## config.mk

```make
export PLATFORM = sky130hd
export DESIGN_NAME = gcm_aes_out_collector
export DESIGN_NICKNAME = d
export VERILOG_FILES = /design/src/rtl/gcm_aes_out_collector.sv
export SDC_FILE = /design/constraint.sdc
export NUM_CORES = 1
export LEC_CHECK = 0
export ABC_AREA = 1
export CORE_MARGIN = 2
export CORE_UTILIZATION = 45
export CTS_CLUSTER_SIZE = 20
export DETAILED_ROUTE_END_ITERATION = 6
export PLACE_DENSITY = 0.69
export SLEW_MARGIN = 20
export SYNTH_ARGS = -nofsm -noshare
export SYNTH_HDL_FRONTEND = slang
export SYNTH_SLANG_ARGS = --single-unit
export TNS_END_PERCENT = 100
```

## constraint.sdc

```tcl
create_clock -name clk -period 10 [get_ports clk]
set_input_delay 3 -clock clk [delete_from_list [all_inputs] [get_ports clk]]
set_output_delay 3 -clock clk [all_outputs]
set_load 0.01 [all_outputs]
```

## src/rtl/gcm_aes_out_collector.sv

```systemverilog
// Receive-side collector for the gcm_aes_v0 result stream: FIFOs the payload words,
// captures and compares the tag, and reports completion, overflow and protocol errors.
module gcm_aes_out_collector #(
    parameter int DEPTH = 8,
    parameter int AW    = 3,
    parameter int CNT_W = 16
) (
    input  logic             clk,
    input  logic             clrn,
    input  logic             start,
    input  logic [127:0]     Out_data,
    input  logic             Out_vld,
    input  logic [3:0]       Out_data_size,
    input  logic             Out_last_word,
    input  logic             Tag_vld,
    input  logic [127:0]     exp_tag,
    input  logic             rd_en,
    output logic [127:0]     rd_data,
    output logic [3:0]       rd_size,
    output logic             rd_last,
    output logic             fifo_empty,
    output logic [AW:0]      fifo_count,
    output logic [CNT_W-1:0] word_cnt,
    output logic [127:0]     tag_out,
    output logic             tag_match,
    output logic             msg_done,
    output logic             overflow,
    output logic             err_unexp
);

    localparam logic [1:0] ST_IDLE     = 2'd0;
    localparam logic [1:0] ST_COLLECT  = 2'd1;
    localparam logic [1:0] ST_TAG_WAIT = 2'd2;
    localparam logic [1:0] ST_DONE     = 2'd3;

    localparam logic [AW:0] FULL_CNT = (AW + 1)'(DEPTH);

    logic [1:0]    state, state_nxt;
    logic [AW-1:0] wr_ptr, rd_ptr;
    logic [AW:0]   count;

    logic [127:0]  mem_data [DEPTH];
    logic [3:0]    mem_size [DEPTH];
    logic          mem_last [DEPTH];

    logic armed, is_empty, is_full;
    logic wr_req, tag_hit, pop, push, drop, unexp;

    // Keeps the top (size+1) bytes; size 4'hF leaves the word untouched.
    function automatic logic [127:0] byte_mask(input logic [3:0] size);
        logic [6:0] shamt;
        shamt = {4'd15 - size, 3'b000};
        return {128{1'b1}} << shamt;
    endfunction

    assign armed    = (state == ST_COLLECT) || (state == ST_TAG_WAIT);
    assign is_empty = (count == '0);
    assign is_full  = (count == FULL_CNT);

    // start has priority over every strobe in the same cycle, and Tag_vld over Out_vld.
    assign tag_hit = !start && Tag_vld && armed;
    assign wr_req  = !start && Out_vld && !Tag_vld && (state == ST_COLLECT);
    assign pop     = rd_en && !is_empty;
    assign push    = wr_req && (!is_full || pop);
    assign drop    = wr_req && is_full && !pop;
    assign unexp   = !start &&
                     ((((state == ST_IDLE) || (state == ST_DONE)) && (Out_vld || Tag_vld)) ||
                      ((state == ST_TAG_WAIT) && Out_vld && !Tag_vld));

    // NOTE: every signal written in always_comb gets a default first, so no path can infer a latch.
    always_comb begin
        state_nxt = state;
        if (start) begin
            state_nxt = ST_COLLECT;
        end else begin
            case (state)
                ST_COLLECT: begin
                    if (Tag_vld)
                        state_nxt = ST_DONE;
                    else if (Out_vld && Out_last_word)
                        state_nxt = ST_TAG_WAIT;
                end
                ST_TAG_WAIT: begin
                    if (Tag_vld)
                        state_nxt = ST_DONE;
                end
                default: state_nxt = state;
            endcase
        end
    end

    // NOTE: sequential state uses non-blocking assignments so every register samples pre-edge values.
    always_ff @(posedge clk or negedge clrn) begin
        if (!clrn)
            state <= ST_IDLE;
        else
            state <= state_nxt;
    end

    always_ff @(posedge clk or negedge clrn) begin
        if (!clrn) begin
            wr_ptr <= '0;
            rd_ptr <= '0;
            count  <= '0;
        end else if (start) begin
            wr_ptr <= '0;
            rd_ptr <= '0;
            count  <= '0;
        end else begin
            if (push)
                wr_ptr <= wr_ptr + 1'b1;
            if (pop)
                rd_ptr <= rd_ptr + 1'b1;
            count <= count + {{AW{1'b0}}, push} - {{AW{1'b0}}, pop};
        end
    end

    // NOTE: the storage array has no reset; the read port forces zeros while the FIFO is empty,
    // so stale contents are never visible.
    always_ff @(posedge clk) begin
        if (push) begin
            mem_data[wr_ptr] <= Out_data & byte_mask(Out_data_size);
            mem_size[wr_ptr] <= Out_data_size;
            mem_last[wr_ptr] <= Out_last_word;
        end
    end

    always_ff @(posedge clk or negedge clrn) begin
        if (!clrn) begin
            word_cnt  <= '0;
            tag_out   <= '0;
            tag_match <= 1'b0;
            msg_done  <= 1'b0;
            overflow  <= 1'b0;
            err_unexp <= 1'b0;
        end else if (start) begin
            word_cnt  <= '0;
            tag_out   <= '0;
            tag_match <= 1'b0;
            msg_done  <= 1'b0;
            overflow  <= 1'b0;
            err_unexp <= 1'b0;
        end else begin
            // Dropped words still count: word_cnt tracks what the core emitted.
            if (wr_req && (word_cnt != '1))
                word_cnt <= word_cnt + 1'b1;
            if (tag_hit) begin
                tag_out   <= Out_data;
                tag_match <= (Out_data == exp_tag);
                msg_done  <= 1'b1;
            end
            if (drop)
                overflow <= 1'b1;
            if (unexp)
                err_unexp <= 1'b1;
        end
    end

    assign fifo_empty = is_empty;
    assign fifo_count = count;
    assign rd_data    = is_empty ? '0 : mem_data[rd_ptr];
    assign rd_size    = is_empty ? '0 : mem_size[rd_ptr];
    assign rd_last    = is_empty ? 1'b0 : mem_last[rd_ptr];

endmodule

```

==> results.sh, run 1 <==
export IMPL_ys_warn_count=0
export IMPL_vdd_drop_max_v=0.000203
export IMPL_synth_xor_area_share_pct=2.04
export IMPL_setup_viol=0
export IMPL_r2r_start="fifo_count[2]"
export IMPL_hpwlAfterDp_mm=76.7
export IMPL_min_from="tag_out[41]"
export IMPL_grt_max_degree=187
export IMPL_overflow=0
export IMPL_drt_iter0_drc=3287
export IMPL_synth_top_family_by_area="compound AO/OA/AOI/OAI gates"
export IMPL_core_mm2=0.111
export IMPL_n_fill_cell=9115
export IMPL_yosysSeqAreaShare_pct=71.7
export IMPL_htreeDepth=3
export IMPL_cts_hold_fix_buffers=0
export IMPL_cts_setup_buffers=0
export IMPL_ctsResizeCount=0
export IMPL_leakage_nw=21.4
export IMPL_path_class="register to output pin"
export IMPL_synth_edf_count=1064
export IMPL_layout_commonest_cell="edfxtp_1"
export IMPL_track_usage_pct=23.4
export IMPL_synth_fa_ha_area_share_pct=0.289
export IMPL_async_reset_ff_share_pct=13.1
export IMPL_whs_ns=0.479
export IMPL_drc=0
export IMPL_dr_total_vias=33938
export IMPL_place_gp_congestion=0.798
export IMPL_drt_pass1_iterations=5
export IMPL_drive_gt1_share_pct=5.44
export IMPL_placed_area_mm2=0.0567
export IMPL_syn_area_mm2=0.0502
export IMPL_initial_core_util_pct=45.3
export IMPL_cts_tree="done"
export IMPL_register_area_mm2=0.0360
export IMPL_hp_class="register to register"
export IMPL_die_h_um=338
export IMPL_ys_ff_latch=1224
export IMPL_period_share_pct=75.9
export IMPL_synth_compound_area_share_pct=11.8
export IMPL_drv_slew=0
export IMPL_cp_arrival_ns=4.59
export IMPL_required_ns=7.00
export IMPL_synthFlopType="edfxtp_1"
export IMPL_grt_pass1_wl_mm=202
export IMPL_run_status="complete, no violations"
export IMPL_insertion_delay_ns=0.73
export IMPL_clockBufferDepth=3
export IMPL_cts_sinks=1224
export IMPL_nets=4927
export IMPL_tns_ns=0
export IMPL_routed_via_density=5.43
export IMPL_layout_common_cells="edfxtp_1, nor2_1, o21ai_0, clkdlybuf4s50_1, nand2_1"
export IMPL_multiInputGateArea_mm2=0.0122
export IMPL_critPathCaptureType="output pin"
export IMPL_die_area_mm2=0.114
export IMPL_portBuffers=552
export IMPL_tightest_slew_ns=1.09
export IMPL_synthMuxAreaShare_pct=0
export IMPL_rsz0062_at_grt="no"
export IMPL_fp_dieW_um=338
export IMPL_cts_buffers=121
export IMPL_yosys_area_share_simple_pct=9.95
export IMPL_clkTransAtPathRegs_ns=0.06
export IMPL_final_area_mm2=0.0608
export IMPL_detail_route_antenna_nets=0
export IMPL_cts_root_buffer="clkbuf_16"
export IMPL_hold_viol=0
export IMPL_max_cap_violations=0
export IMPL_antenna_found_initial=5
export IMPL_critPathLaunch="rd_ptr[0]"
export IMPL_power_density_mw_per_mm2=240
export IMPL_startpoint_type="register"
export IMPL_row_count=122
export IMPL_wirelength_mm=135
export IMPL_area_delta_synth_final_pct=21.3
export IMPL_syn_inst=4188
export IMPL_worstPathMaxFanout=186
export IMPL_slew_headroom_pct=27.4
export IMPL_grt_pass1_vias=33340
export IMPL_skew_ns=0.0227
export IMPL_period_needed_ns=7.59
export IMPL_synthesis_nets=4466
export IMPL_io_pins=553
export IMPL_fmax_mhz=132
export IMPL_routedWlPerCell_um=21.6
export IMPL_yosys_cell_types_count=43
export IMPL_syn_area_per_cell_um2=12.0
## final cells by class
type | count | area share (%)
antenna | 2 | 0.00822
inverter | 185 | 1.19
multi-input combinational | 2524 | 20.0
timing repair buffer | 593 | 9.82
clock buffer | 173 | 5.73
clock inverter | 58 | 1.11
tap | 1488 | 3.06
sequential | 1224 | 59.1
## power by group
group / leakage [nW] / internal (mW) / switching [mW]
clock: 2.06 / 2.76 / 1.93
combinational: 7.50 / 1.66 / 2.53
sequential: 11.9 / 5.65 / 0.0871
total: 21.4 / 10.1 / 4.55
## critical path, cell delays in order, from the launching register on
cell and delay, ns:
dfrtp_4 0.59, buf_12 0.61, buf_4 0.91, o21ai_0 0.22
o22ai_1 0.21, o21ai_0 0.10, a31oi_1 0.46, clkdlybuf4s50_1 0.66
## metal layers
metal  vias up  part of all wire (%)  GRT usage [%]
met3       198                   7.5           4.49
li1      15783                     -              -
met2      1283                    49           39.5
met5         -                 0.023              0
met4         4                   2.3           6.78
met1     16670                    41           30.7
## worst paths after layout
| check | endpoint | slack [ns] | depth (start not counted) |
|---|---|---|---|
| worst max-delay path | rd_size[3] | 2.41 | 7 |
| worst min-delay path | tag_out[41] | 0.48 | 2 |
| worst max register to register | mem_data[1][71] | 5.53 | 10 |
| worst min register to register | tag_out[41] | 0.48 | 2 |
| max in group asynchronous | tag_out[62] | 6.51 | 2 |
| min in group asynchronous | tag_out[0] | 2.26 | 1 |
## flip-flops by register name, indices dropped and copies added, names as in the netlist
name / count
overflow: 1
mem_data: 1024
rd_ptr: 3
mem_last: 8
tag_out: 128
mem_size: 32
fifo_count: 4
state: 2
err_unexp: 1
word_cnt: 16
tag_match: 1
msg_done: 1
wr_ptr: 3
## synth_stat cells, types with 2 or more instances
master	instances	area (um2)
edfxtp_1	1064	32000
nor2_1	975	3660
o21ai_0	624	3120
nand2_1	267	1000
inv_1	179	672
o21ai_1	168	841
dfrtp_1	160	4000
a31oi_1	135	845
o22ai_1	133	832
clkbuf_1	112	420
xnor2_1	95	832
buf_2	57	285
buf_6	43	484
xor2_1	22	193
buf_1	20	75.1
a22o_1	19	166
nand3_1	19	95.1
a21oi_1	13	65.1
nand4_1	13	81.3
clkbuf_2	12	60.1
ha_1	10	125
nor3_1	10	50.1
buf_4	9	67.6
inv_2	5	18.8
nor2_2	3	18.8
nor3b_1	2	15.0
nor4_1	2	12.5
o21a_1	2	15.0
## cell families (layout without fill, tap and decap cells)
logic type	after synthesis	in the layout
flops	1224	1224
simple gates	1298	1298
buf+inv	440	1009
xor+xnor	117	117
other cells	0	2
compound gates	1098	1098
fa+ha+maj	11	11
## stage by stage
| stage | util [%] | std cells | power, mW | setup slack (ns) |
|---|---|---|---|---|
| final | 55.0 | 6247 | 14.6 | 2.41 |
| after global routing | 55.0 | 6246 | 15.3 | 2.21 |
| after CTS | 55.0 | 6245 | 14.7 | 2.41 |
| after detailed placement | 51.2 | 6014 | 10.0 | 3.14 |
| after global placement | 51.2 | 6014 | 10.0 | 3.21 |
| after floorplan | - | 4188 | 8.14 | 0.183 |
No activity file was read; power rests on OpenSTA's default activity.
==> inputs of run 2 (changes only) <==
--- a/config.mk
+++ b/config.mk
@@ -10,7 +10,7 @@
 export CORE_UTILIZATION = 45
 export CTS_CLUSTER_SIZE = 20
 export DETAILED_ROUTE_END_ITERATION = 6
-export PLACE_DENSITY = 0.69
+export PLACE_DENSITY = 0.66
 export SLEW_MARGIN = 20
 export SYNTH_ARGS = -nofsm -noshare
 export SYNTH_HDL_FRONTEND = slang
==> constraint.sdc (replaced) <==
create_clock -name clk -period 7.51 [get_ports clk]
set_input_delay 2.253 -clock clk [delete_from_list [all_inputs] [get_ports clk]]
set_output_delay 2.253 -clock clk [all_outputs]
set_load 0.01 [all_outputs]
==> run 2 against run 1 <==
Effect of this change:
- sequential power grew 33%
- die area is the same
- non-clock buffer count grew 20
- flip-flop and latch count is the same
- utilization grew 0.23 points
- critical endpoint is now rd_size[0]
- largest power group unchanged
==> results.sh, run 2 (synthesized netlist as in run 1, its figures left out) <==
export IMPL_clockBufferDepth=3
export IMPL_path_cells="inv_8, buf_12, o21ai_0, o22ai_1, o21ai_1, a31oi_1, clkdlybuf4s50_1"
export IMPL_die_h_um=338
export IMPL_max_cap_violations=0
export IMPL_largest_reg_flops=1024
export IMPL_layout_commonest_cell="edfxtp_1"
export IMPL_run_status="complete, no violations"
export IMPL_path_class="register to output pin"
export IMPL_drt_pass1_iterations=5
export IMPL_preCtsSetupSlack_ns=1.77
export IMPL_ctsResizeCount=0
export IMPL_drv_slew=0
export IMPL_vdd_drop_max_v=0.000194
export IMPL_cp_arrival_ns=4.18
export IMPL_initial_core_util_pct=45.3
export IMPL_power_density_mw_per_mm2=318
export IMPL_multiInputGateArea_mm2=0.0122
export IMPL_worstPathMaxFanout=136
export IMPL_drc=0
export IMPL_rsz0062_at_grt="no"
export IMPL_routedWlPerCell_um=21.8
export IMPL_setup_ws_ns=1.07
export IMPL_reg_top3="mem_data x1024, tag_out x128, mem_size x32"
export IMPL_portBuffers=552
export IMPL_dr_total_vias=33969
export IMPL_setup_viol=0
export IMPL_io_pins=553
export IMPL_critPathCaptureType="output pin"
export IMPL_cts_tree="done"
export IMPL_place_gp_congestion=0.783
export IMPL_overflow=0
export IMPL_cts_buffers=130
export IMPL_cts_setup_buffers=0
export IMPL_hpwlAfterDp_mm=79.5
export IMPL_cts_hold_fix_buffers=0
export IMPL_area_delta_synth_final_pct=21.8
export IMPL_slew_headroom_pct=25.4
export IMPL_clkTransAtPathRegs_ns=0.06
export IMPL_antenna_found_initial=4
export IMPL_critPathMaxStageDelay_ns=0.76
export IMPL_crit_path_top_delay_cell="inv_8"
export IMPL_row_count=122
export IMPL_fin_cells=6272
export IMPL_dp_cells=6034
export IMPL_fmax_mhz=155
export IMPL_drt_iter0_drc=3137
export IMPL_track_usage_pct=23.7
export IMPL_startpoint_type="register"
export IMPL_grt_pass1_wl_mm=203
export IMPL_nets=4956
export IMPL_grt_pass1_vias=32878
export IMPL_hold_viol=0
export IMPL_skew_ns=0.0222
export IMPL_register_area_mm2=0.0360
export IMPL_tightest_slew_ns=1.11
export IMPL_routed_via_density=5.42
export IMPL_period_needed_ns=6.44
export IMPL_cts_root_buffer="clkbuf_16"
export IMPL_regMostFlops="mem_data"
export IMPL_die_area_mm2=0.114
export IMPL_leakage_nw=21.5
export IMPL_insertion_delay_ns=0.73
export IMPL_htreeDepth=4
export IMPL_core_mm2=0.111
export IMPL_cts_sinks=1224
export IMPL_n_fill_cell=9177
export IMPL_whs_ns=0.471
export IMPL_layout_common_cells="edfxtp_1, nor2_1, o21ai_0, clkdlybuf4s50_1, nand2_1"
export IMPL_grt_max_degree=183
export IMPL_period_share_pct=85.7
export IMPL_required_ns=5.26
export IMPL_detail_route_antenna_nets=0
export IMPL_tns_ns=0
export IMPL_wirelength_mm=137
export IMPL_drive_gt1_share_pct=5.58
export IMPL_fp_dieW_um=338
export IMPL_hp_class="register to register"
## run 2: area by class of cell
class | count | share of cell area (%)
clock buffers | 178 | 5.86
inverters | 185 | 1.19
flip-flops and latches | 1224 | 58.9
clock inverters | 58 | 0.836
multi-input cells | 2524 | 19.9
diodes | 2 | 0.00819
well taps | 1488 | 3.05
repair buffers | 613 | 10.3
## run 2: power by group
part	internal [mW]	total [mW]	switching, mW
logic	2.27	5.62	3.36
registers	7.53	7.66	0.129
clock network	3.56	6.16	2.60
## run 2: critical path: cells and delay by family, from the launching register on
family	cells	cell delay (ns)
AOI/OAI and AO/OA	4	0.77
buffers and inverters	3	1.76
DFF	1	0.70
## run 2: worst paths after layout
kind                                     from              end  slack (ns)  cells after the start
max in group asynchronous                clrn        rd_ptr[0]        4.66                      2
worst max-delay path                rd_ptr[1]       rd_size[0]        1.07                      7
worst min register to register   tag_out[127]     tag_out[127]        0.47                      2
min in group asynchronous                clrn     tag_out[122]        1.44                      1
worst min-delay path             tag_out[127]     tag_out[127]        0.47                      2
worst max register to register  fifo_count[3]  mem_data[4][67]        3.54                     10
## run 2: stage by stage
stage,power [mW],util (%),area (um2)
4_1_cts,19.6,55.2,61100
5_1_grt,20.3,55.2,61100
3_3_place_gp,13.4,51.5,57000
2_1_floorplan,10.8,-,50200
3_5_place_dp,13.4,51.5,57000
6_report,19.4,55.2,61100
## run 2: metal layers
metal | track usage [%] | wire [um] | vias up
li1 | - | - | 15840
met3 | 4.43 | 10400 | 177
met1 | 32.1 | 57000 | 16664
met4 | 6.54 | 2770 | 4
met2 | 39.3 | 66600 | 1284
met5 | 0 | 32 | -
